===== src/rtl/lane_sched_pkg.sv =====
// Shared definitions for the two-lane credit scheduler: FSM encoding and credit defaults.
package lane_sched_pkg;

    localparam int CREDITS_DEFAULT = 4;
    localparam int CNT_W           = 3;

    typedef enum logic [1:0] {
        INIT  = 2'd0,
        RUN   = 2'd1,
        PAUSE = 2'd2
    } sched_state_t;

endpackage


===== src/rtl/lane_sched_1a2_credit_cnt.sv =====
// Per-lane saturating credit counter; flags a return that arrives when already full.
module lane_credit_cnt
    import lane_sched_pkg::*;
#(
    parameter int CREDITS = CREDITS_DEFAULT
) (
    input  logic             i_clk,
    input  logic             i_reset,
    input  logic             i_load,
    input  logic             i_dec,
    input  logic             i_inc,
    output logic [CNT_W-1:0] o_count,
    output logic             o_overflow
);

    localparam logic [CNT_W-1:0] CREDIT_MAX = CNT_W'(CREDITS);

    logic [CNT_W-1:0] r_count;

    // A simultaneous take and return cancel out; a lone return at the limit saturates.
    always_ff @(posedge i_clk) begin
        if (i_reset) begin
            r_count <= '0;
        end else if (i_load) begin
            r_count <= CREDIT_MAX;
        end else if (i_inc && !i_dec && (r_count != CREDIT_MAX)) begin
            r_count <= r_count + 1'b1;
        end else if (i_dec && !i_inc) begin
            r_count <= r_count - 1'b1;
        end
    end

    assign o_count    = r_count;
    assign o_overflow = i_inc && !i_dec && !i_load && (r_count == CREDIT_MAX);

endmodule


===== src/rtl/lane_sched_1a2.sv =====
// Two-lane word scheduler with per-lane downstream credits, strict or work-conserving.
module lane_sched_1a2
    import lane_sched_pkg::*;
#(
    parameter int DW      = 4,
    parameter int CREDITS = CREDITS_DEFAULT
) (
    input  logic          clk_2f,
    input  logic          reset,
    input  logic          valid,
    input  logic [DW-1:0] data_in,
    output logic          ready_in,
    input  logic          mode,
    input  logic          pause,
    input  logic          credit_ret0,
    input  logic          credit_ret1,
    output logic          validout0,
    output logic          validout1,
    output logic [DW-1:0] dataout0,
    output logic [DW-1:0] dataout1,
    output logic          lane_ptr,
    output logic          err_credit
);

    sched_state_t     r_state;
    sched_state_t     w_nextState;
    logic             r_lanePtr;
    logic             r_validOut0;
    logic             r_validOut1;
    logic [DW-1:0]    r_dataOut0;
    logic [DW-1:0]    r_dataOut1;
    logic             r_errCredit;

    logic [CNT_W-1:0] w_credit0;
    logic [CNT_W-1:0] w_credit1;
    logic             w_overflow0;
    logic             w_overflow1;
    logic             w_credPtrOk;
    logic             w_credOtherOk;
    logic             w_target;
    logic             w_accept;
    logic             w_load;

    assign w_credPtrOk   = r_lanePtr ? (w_credit1 != '0) : (w_credit0 != '0);
    assign w_credOtherOk = r_lanePtr ? (w_credit0 != '0) : (w_credit1 != '0);

    assign ready_in = (r_state == RUN) && (mode ? (w_credPtrOk || w_credOtherOk) : w_credPtrOk);
    assign w_accept = valid && ready_in;
    assign w_target = (mode && !w_credPtrOk && w_credOtherOk) ? ~r_lanePtr : r_lanePtr;
    assign w_load   = (r_state == INIT);

    lane_credit_cnt #(.CREDITS(CREDITS)) u_credit0 (
        .i_clk      (clk_2f),
        .i_reset    (reset),
        .i_load     (w_load),
        .i_dec      (w_accept && !w_target),
        .i_inc      (credit_ret0),
        .o_count    (w_credit0),
        .o_overflow (w_overflow0)
    );

    lane_credit_cnt #(.CREDITS(CREDITS)) u_credit1 (
        .i_clk      (clk_2f),
        .i_reset    (reset),
        .i_load     (w_load),
        .i_dec      (w_accept && w_target),
        .i_inc      (credit_ret1),
        .o_count    (w_credit1),
        .o_overflow (w_overflow1)
    );

    always_ff @(posedge clk_2f) begin
        if (reset) begin
            r_state <= INIT;
        end else begin
            r_state <= w_nextState;
        end
    end

    always_comb begin
        w_nextState = r_state;
        case (r_state)
            INIT:    w_nextState = RUN;
            RUN:     if (pause)  w_nextState = PAUSE;
            PAUSE:   if (!pause) w_nextState = RUN;
            default: w_nextState = INIT;
        endcase
    end

    // Reset wins over a same-edge acceptance, so an in-flight word never pulses out.
    always_ff @(posedge clk_2f) begin
        if (reset) begin
            r_lanePtr   <= 1'b0;
            r_validOut0 <= 1'b0;
            r_validOut1 <= 1'b0;
            r_dataOut0  <= '0;
            r_dataOut1  <= '0;
            r_errCredit <= 1'b0;
        end else begin
            r_validOut0 <= w_accept && !w_target;
            r_validOut1 <= w_accept && w_target;
            if (w_accept && !w_target) begin
                r_dataOut0 <= data_in;
            end
            if (w_accept && w_target) begin
                r_dataOut1 <= data_in;
            end
            if (w_accept) begin
                r_lanePtr <= ~w_target;
            end
            r_errCredit <= r_errCredit || w_overflow0 || w_overflow1;
        end
    end

    assign validout0  = r_validOut0;
    assign validout1  = r_validOut1;
    assign dataout0   = r_dataOut0;
    assign dataout1   = r_dataOut1;
    assign lane_ptr   = r_lanePtr;
    assign err_credit = r_errCredit;

endmodule


===== config.mk =====
export PLATFORM = sky130hd
export DESIGN_NAME = lane_sched_1a2
export DESIGN_NICKNAME = d
export VERILOG_FILES = /design/src/rtl/lane_sched_pkg.sv /design/src/rtl/lane_sched_1a2_credit_cnt.sv /design/src/rtl/lane_sched_1a2.sv
export SDC_FILE = /design/constraint.sdc
export NUM_CORES = 1
export LEC_CHECK = 0
export BUFFER_PORTS_ARGS = -buffer_cell sky130_fd_sc_hd__buf_4
export CELL_PAD_IN_SITES_DETAIL_PLACEMENT = 1
export CELL_PAD_IN_SITES_GLOBAL_PLACEMENT = 1
export CORE_MARGIN = 3
export CORE_UTILIZATION = 38
export DETAILED_ROUTE_END_ITERATION = 10
export HOLD_SLACK_MARGIN = 0.08
export PLACE_DENSITY_LB_ADDON = 0.12
export RECOVER_POWER = 50
export SYNTH_ARGS = -nofsm -noshare
export SYNTH_HDL_FRONTEND = slang
export SYNTH_SLANG_ARGS = --single-unit
export TNS_END_PERCENT = 50

===== constraint.sdc =====
create_clock -name clk_2f -period 3.2 [get_ports clk_2f]
set_input_delay 0.8 -clock clk_2f [delete_from_list [all_inputs] [get_ports clk_2f]]
set_output_delay 0.8 -clock clk_2f [all_outputs]
set_load 0.01 [all_outputs]

### Word level (Yosys, flattened, before mapping)

Cells that the tools add are included.

* register bits: 20
* logic and storage cells: 73
* output and inout port bits: 13

* add/sub/neg operators: 4
* eq/ne operators: 8
* muxes and demuxes: 13
* bitwise logic cells: 2
* reduce and logical (&&, ||, !) cells: 35

Operators with widths (count)
* two-way mux 3 bit: 6
* logical AND 1 bit: 16
* nonzero test 3 bit: 4
* zero test 1 bit: 7
* adder 3 x 1 -> 3 bit (second input constant): 2
* == test 3 bit (second input constant): 2
* != test 3 bit (second input constant): 2
* case mux 2 bit (3 select lines): 1
* subtractor 3 x 1 -> 3 bit (second input constant): 2
* two-way mux 1 bit: 4
* two-way mux 2 bit: 2
* != test 2 bit (second input constant): 2
* nonzero test 2 bit: 2
* logical OR 1 bit: 3
* == test 2 x 1 -> 1 bit (second input constant): 1
* == test 2 bit (second input constant): 1
* zero test 2 bit: 1
* NOT 1 bit: 2
* AND reduction 2 bit: 1
* OR reduction 2 bit: 1

### Depth between registers and ports, before layout

* depth after elaboration: 14
* gate-level depth with buffers: 9
* mapped depth without buffers: 8

### Hierarchy

Synthesis repeated with hierarchy kept, for this count alone.

* cells, all modules: 119
* area total of the unflattened synthesis: 1133.6 um^2

Modules (own cells, without submodules)
* lane_sched_1a2: cells each 61, area each 615.6 um^2, instances 1
* lane_credit_cnt: cells each 29, area each 259.0 um^2, instances 2

### Worst setup path before layout

No wires, ideal clock.

* path type: input to register
* start point: input mode
* end point: register u_credit0.r_count[2] (netlist: u_credit0.o_count[2])
* data required time: 3.073 ns
* path slack: 0.666 ns
* path buffers: 1
* stages: 9
* arrival: 2.406 ns
* path through: or4b_4 a211o_1 buf_6 nand2_1 fa_1 o2111a_1 nor2_1 mux2i_1 a221oi_2

* cells in the longest elaborated chain, start to end: 10
* elaborated cells on any way between the ends: 15
* those cells by class: 4 x mux; 11 x reduce/logical

Ends and longest elaborated chain
* start, declared: RTL line lane_sched_1a2.sv:13 `input logic mode,`
* logical AND 1 bit (2 in series): RTL line lane_sched_1a2.sv:49 `assign w_target = (mode && !w_credPtrOk && w_credOtherOk) ? ~r_lanePtr : r_lanePtr;`
* two-way mux 1 bit: RTL line lane_sched_1a2.sv:49
* zero test 1 bit: RTL line lane_sched_1a2.sv:56 `.i_dec (w_accept && !w_target),`
* logical AND 1 bit *: RTL line lane_sched_1a2.sv:56
* zero test 1 bit: RTL line lane_sched_1a2_credit_cnt.sv:26 `end else if (i_inc && !i_dec && (r_count != CREDIT_MAX)) begin`
* logical AND 1 bit (2 in series): RTL line lane_sched_1a2_credit_cnt.sv:26
* two-way mux 3 bit: RTL line lane_sched_1a2_credit_cnt.sv:26
* two-way mux 3 bit: RTL line lane_sched_1a2_credit_cnt.sv:24 `end else if (i_load) begin`
* end signal, assigned: RTL line lane_sched_1a2_credit_cnt.sv:27 `r_count <= r_count + 1'b1;`
* end signal, assigned: RTL line lane_sched_1a2_credit_cnt.sv:29 `r_count <= r_count - 1'b1;`
* end, declared: RTL line lane_sched_1a2_credit_cnt.sv:18 `logic [CNT_W-1:0] r_count;`

Mark *: on every way between the ends. The rest lies on a longest branch, timed or not.
A chain may end at the register's enable or synchronous reset.

### Worst setup path in the final report

Ends and elaborated chain as after synthesis.

==> results.json <==
{
  "num_rows": 18,
  "postCtsSetupBuffers": 0,
  "synth_cell_types": 35,
  "grt_max_degree": 20,
  "synthArstFlopShare": 0,
  "drive_above_1_share": 0.1500,
  "fin_setup_tns_ps": 0,
  "vias": 920,
  "synth.top_cell.area_share": 0.3888,
  "syn_area_mm2": 0.001030,
  "tightest_slew_ps": 860.8,
  "wl_per_cell_um": 13.95,
  "post_cts_resized": 0,
  "fin_crit_ps": 2576,
  "synth_cells": 115,
  "ios": 24,
  "viasPerCell": 5.412,
  "hp-class": "reg -> reg",
  "yosysWarnings": 0,
  "clk_latency_ps": 300,
  "io_buffers": 23,
  "outcome": "finished, final reports clean",
  "worstPathMaxFanout": 9,
  "area_growth_pct": 17.25,
  "grt_overflow_total": 0,
  "cts_sinks": 20,
  "postPlaceCellArea_mm2": 0.001224,
  "synth_area_leaders": "dfxtp_1, mux2i_1, nand2_1",
  "setup_ws_ps": 624.3,
  "nets": 154,
  "grt_pass1_wl_mm": 4.360,
  "synth_seq_cells": 20,
  "fmax_ghz": 0.3882,
  "setup_violations": 0,
  "crit_type": "in -> reg",
  "die_w_um": 58.06,
  "p_per_area_mw_per_mm2": 461.9,
  "synthTopCellsByCount": "dfxtp_1, nand2_1, nor2_1",
  "dieArea_mm2": 0.003370,
  "holdBufCountCts": 0,
  "syn_nets": 128,
  "skew_ps": 8.448,
  "max-clock-path-buffers": 2,
  "totalWireLength_mm": 2.372,
  "cts_buffers": 3,
  "hold_viol_final": 0,
  "dp_hpwl_mm": 1.846,
  "cts_root_buffer": "clkbuf_4",
  "dr.pass1.iters": 2,
  "synth_most_common_cell": "dfxtp_1",
  "routabilityCongestion": 0.7926,
  "dr.first_iter.drc_count": 13,
  "synth_ff_type": "dfxtp_1",
  "final_util": 0.4787,
  "rsz0062_at_grt": "false",
  "diodes": 0,
  "final_area_mm2": 0.001207,
  "worstSetupStartpointType": "input port",
  "floorplan.initialDensity": 0.4082,
  "synth_top_area_cell": "dfxtp_1",
  "first_global_vias": 1015,
  "synth_enable_flop_cells": 0,
  "drv_cap": 0,
  "grtUsageTotal": 0.1638,
  "timing.final.crit_share": 0.8049,
  "leakagePower_uw": 0.0004964,
  "clk_pin_slew_worst_paths_ps": 120,
  "die_h_um": 58.06,
  "dp_slack_ps": 397.1,
  "critPathCaptureType": "flop",
  "drv_slew": 0,
  "peakVddDrop_mv": 0.2267,
  "cts_tree": "built",
  "cts_max_level": 1,
  "drcViolationCount": 0,
  "syn_area_per_cell_um2": 8.954,
  "relSlewSlack": 0.4262,
  "fillers": 314,
  "antenna_found_initial": 0,
  "yosysSeqAreaShare": 0.3888,
  "hold_slack_ps": 466.0,
  "core_area_mm2": 0.002522,
  "worstPathArrival_ps": 2720,
  "antenna_left": 0,
  "worstPathRequired_ps": 3350
}
worst paths after layout:
path / start / to / slack, ps / cells after the start
min: dataout0[2] / dataout0[2] / 470 / 2
max: mode / u_credit0.o_count[2] / 620 / 9
max reg2reg: u_credit1.o_count[2] / u_credit0.o_count[2] / 740 / 8
min reg2reg: dataout0[2] / dataout0[2] / 470 / 2
report_power, final:
| part | internal (uW) | leakage [uW] | switching (uW) | total, uW |
|---|---|---|---|---|
| Sequential | 264 | 0.000163 | 19.6 | 283 |
| Combinational | 57.8 | 0.000312 | 67.0 | 125 |
| Clock | 69.3 | 0.0000210 | 80.5 | 150 |
cell usage in the layout, fill, tap and decap left out, drive strengths merged, types with 2 or more instances in the layout:
| master | count |
|---|---|
| dfxtp | 20 |
| nand2 | 18 |
| clkbuf | 17 |
| nor2 | 16 |
| buf | 12 |
| mux2i | 9 |
| a21oi | 7 |
| nor3 | 3 |
| inv | 3 |
| nor3b | 3 |
| or3 | 3 |
| xnor2 | 3 |
| or4b | 2 |
| a211o | 2 |
| o21ai | 2 |
| o22ai | 2 |
| nand3 | 2 |
| fa | 2 |
registers in the layout, summed over array words and instances, names as in the netlist:
name and cells:
u_credit1.o_count 3, r_state 2, dataout1 4, validout0 1, validout1 1, err_credit 1
lane_ptr 1, dataout0 4, u_credit0.o_count 3
kinds of logic after synthesis:
family / synth area share
buffers and inverters: 0.04130
XOR/XNOR: 0.03403
multiplexers: 0.09113
adder cells (fa/ha/maj): 0.04860
AND/OR/NAND/NOR: 0.2467
flip-flops: 0.3888
AO/OA/AOI/OAI: 0.1495
metal layers:
metal | GRT usage | share of wire
met5 | 0 | 0
met2 | 0.2919 | 0.51
met1 | 0.2050 | 0.45
met3 | 0.02004 | 0.037
met4 | 0.04967 | 0.0063
stage by stage:
step                total power, uW  std cells
floorplan                     373.7        115
global placement              415.3        166
detailed placement            421.6        166
CTS                           570.6        170
global route                  590.9        170
finish                        557.7        170
critical path: stages:
cell and delay, ps:
buf_4 100, or4b_1 510, a211o_1 470, nand2_1 130, fa_1 250, o2111a_1 200
nor2_1 40, mux2i_1 150, a221oi_2 70
layout make-up:
cell class | count | area [um2] | area share
clock buffer | 4 | 36.28 | 0.03005
inverter | 3 | 11.26 | 0.009326
multi-input combinational | 88 | 583.1 | 0.4829
sequential | 20 | 400.4 | 0.3316
tap | 30 | 37.54 | 0.03109
timing repair buffer | 25 | 138.9 | 0.1150
Power figures use the tool's default switching activity.
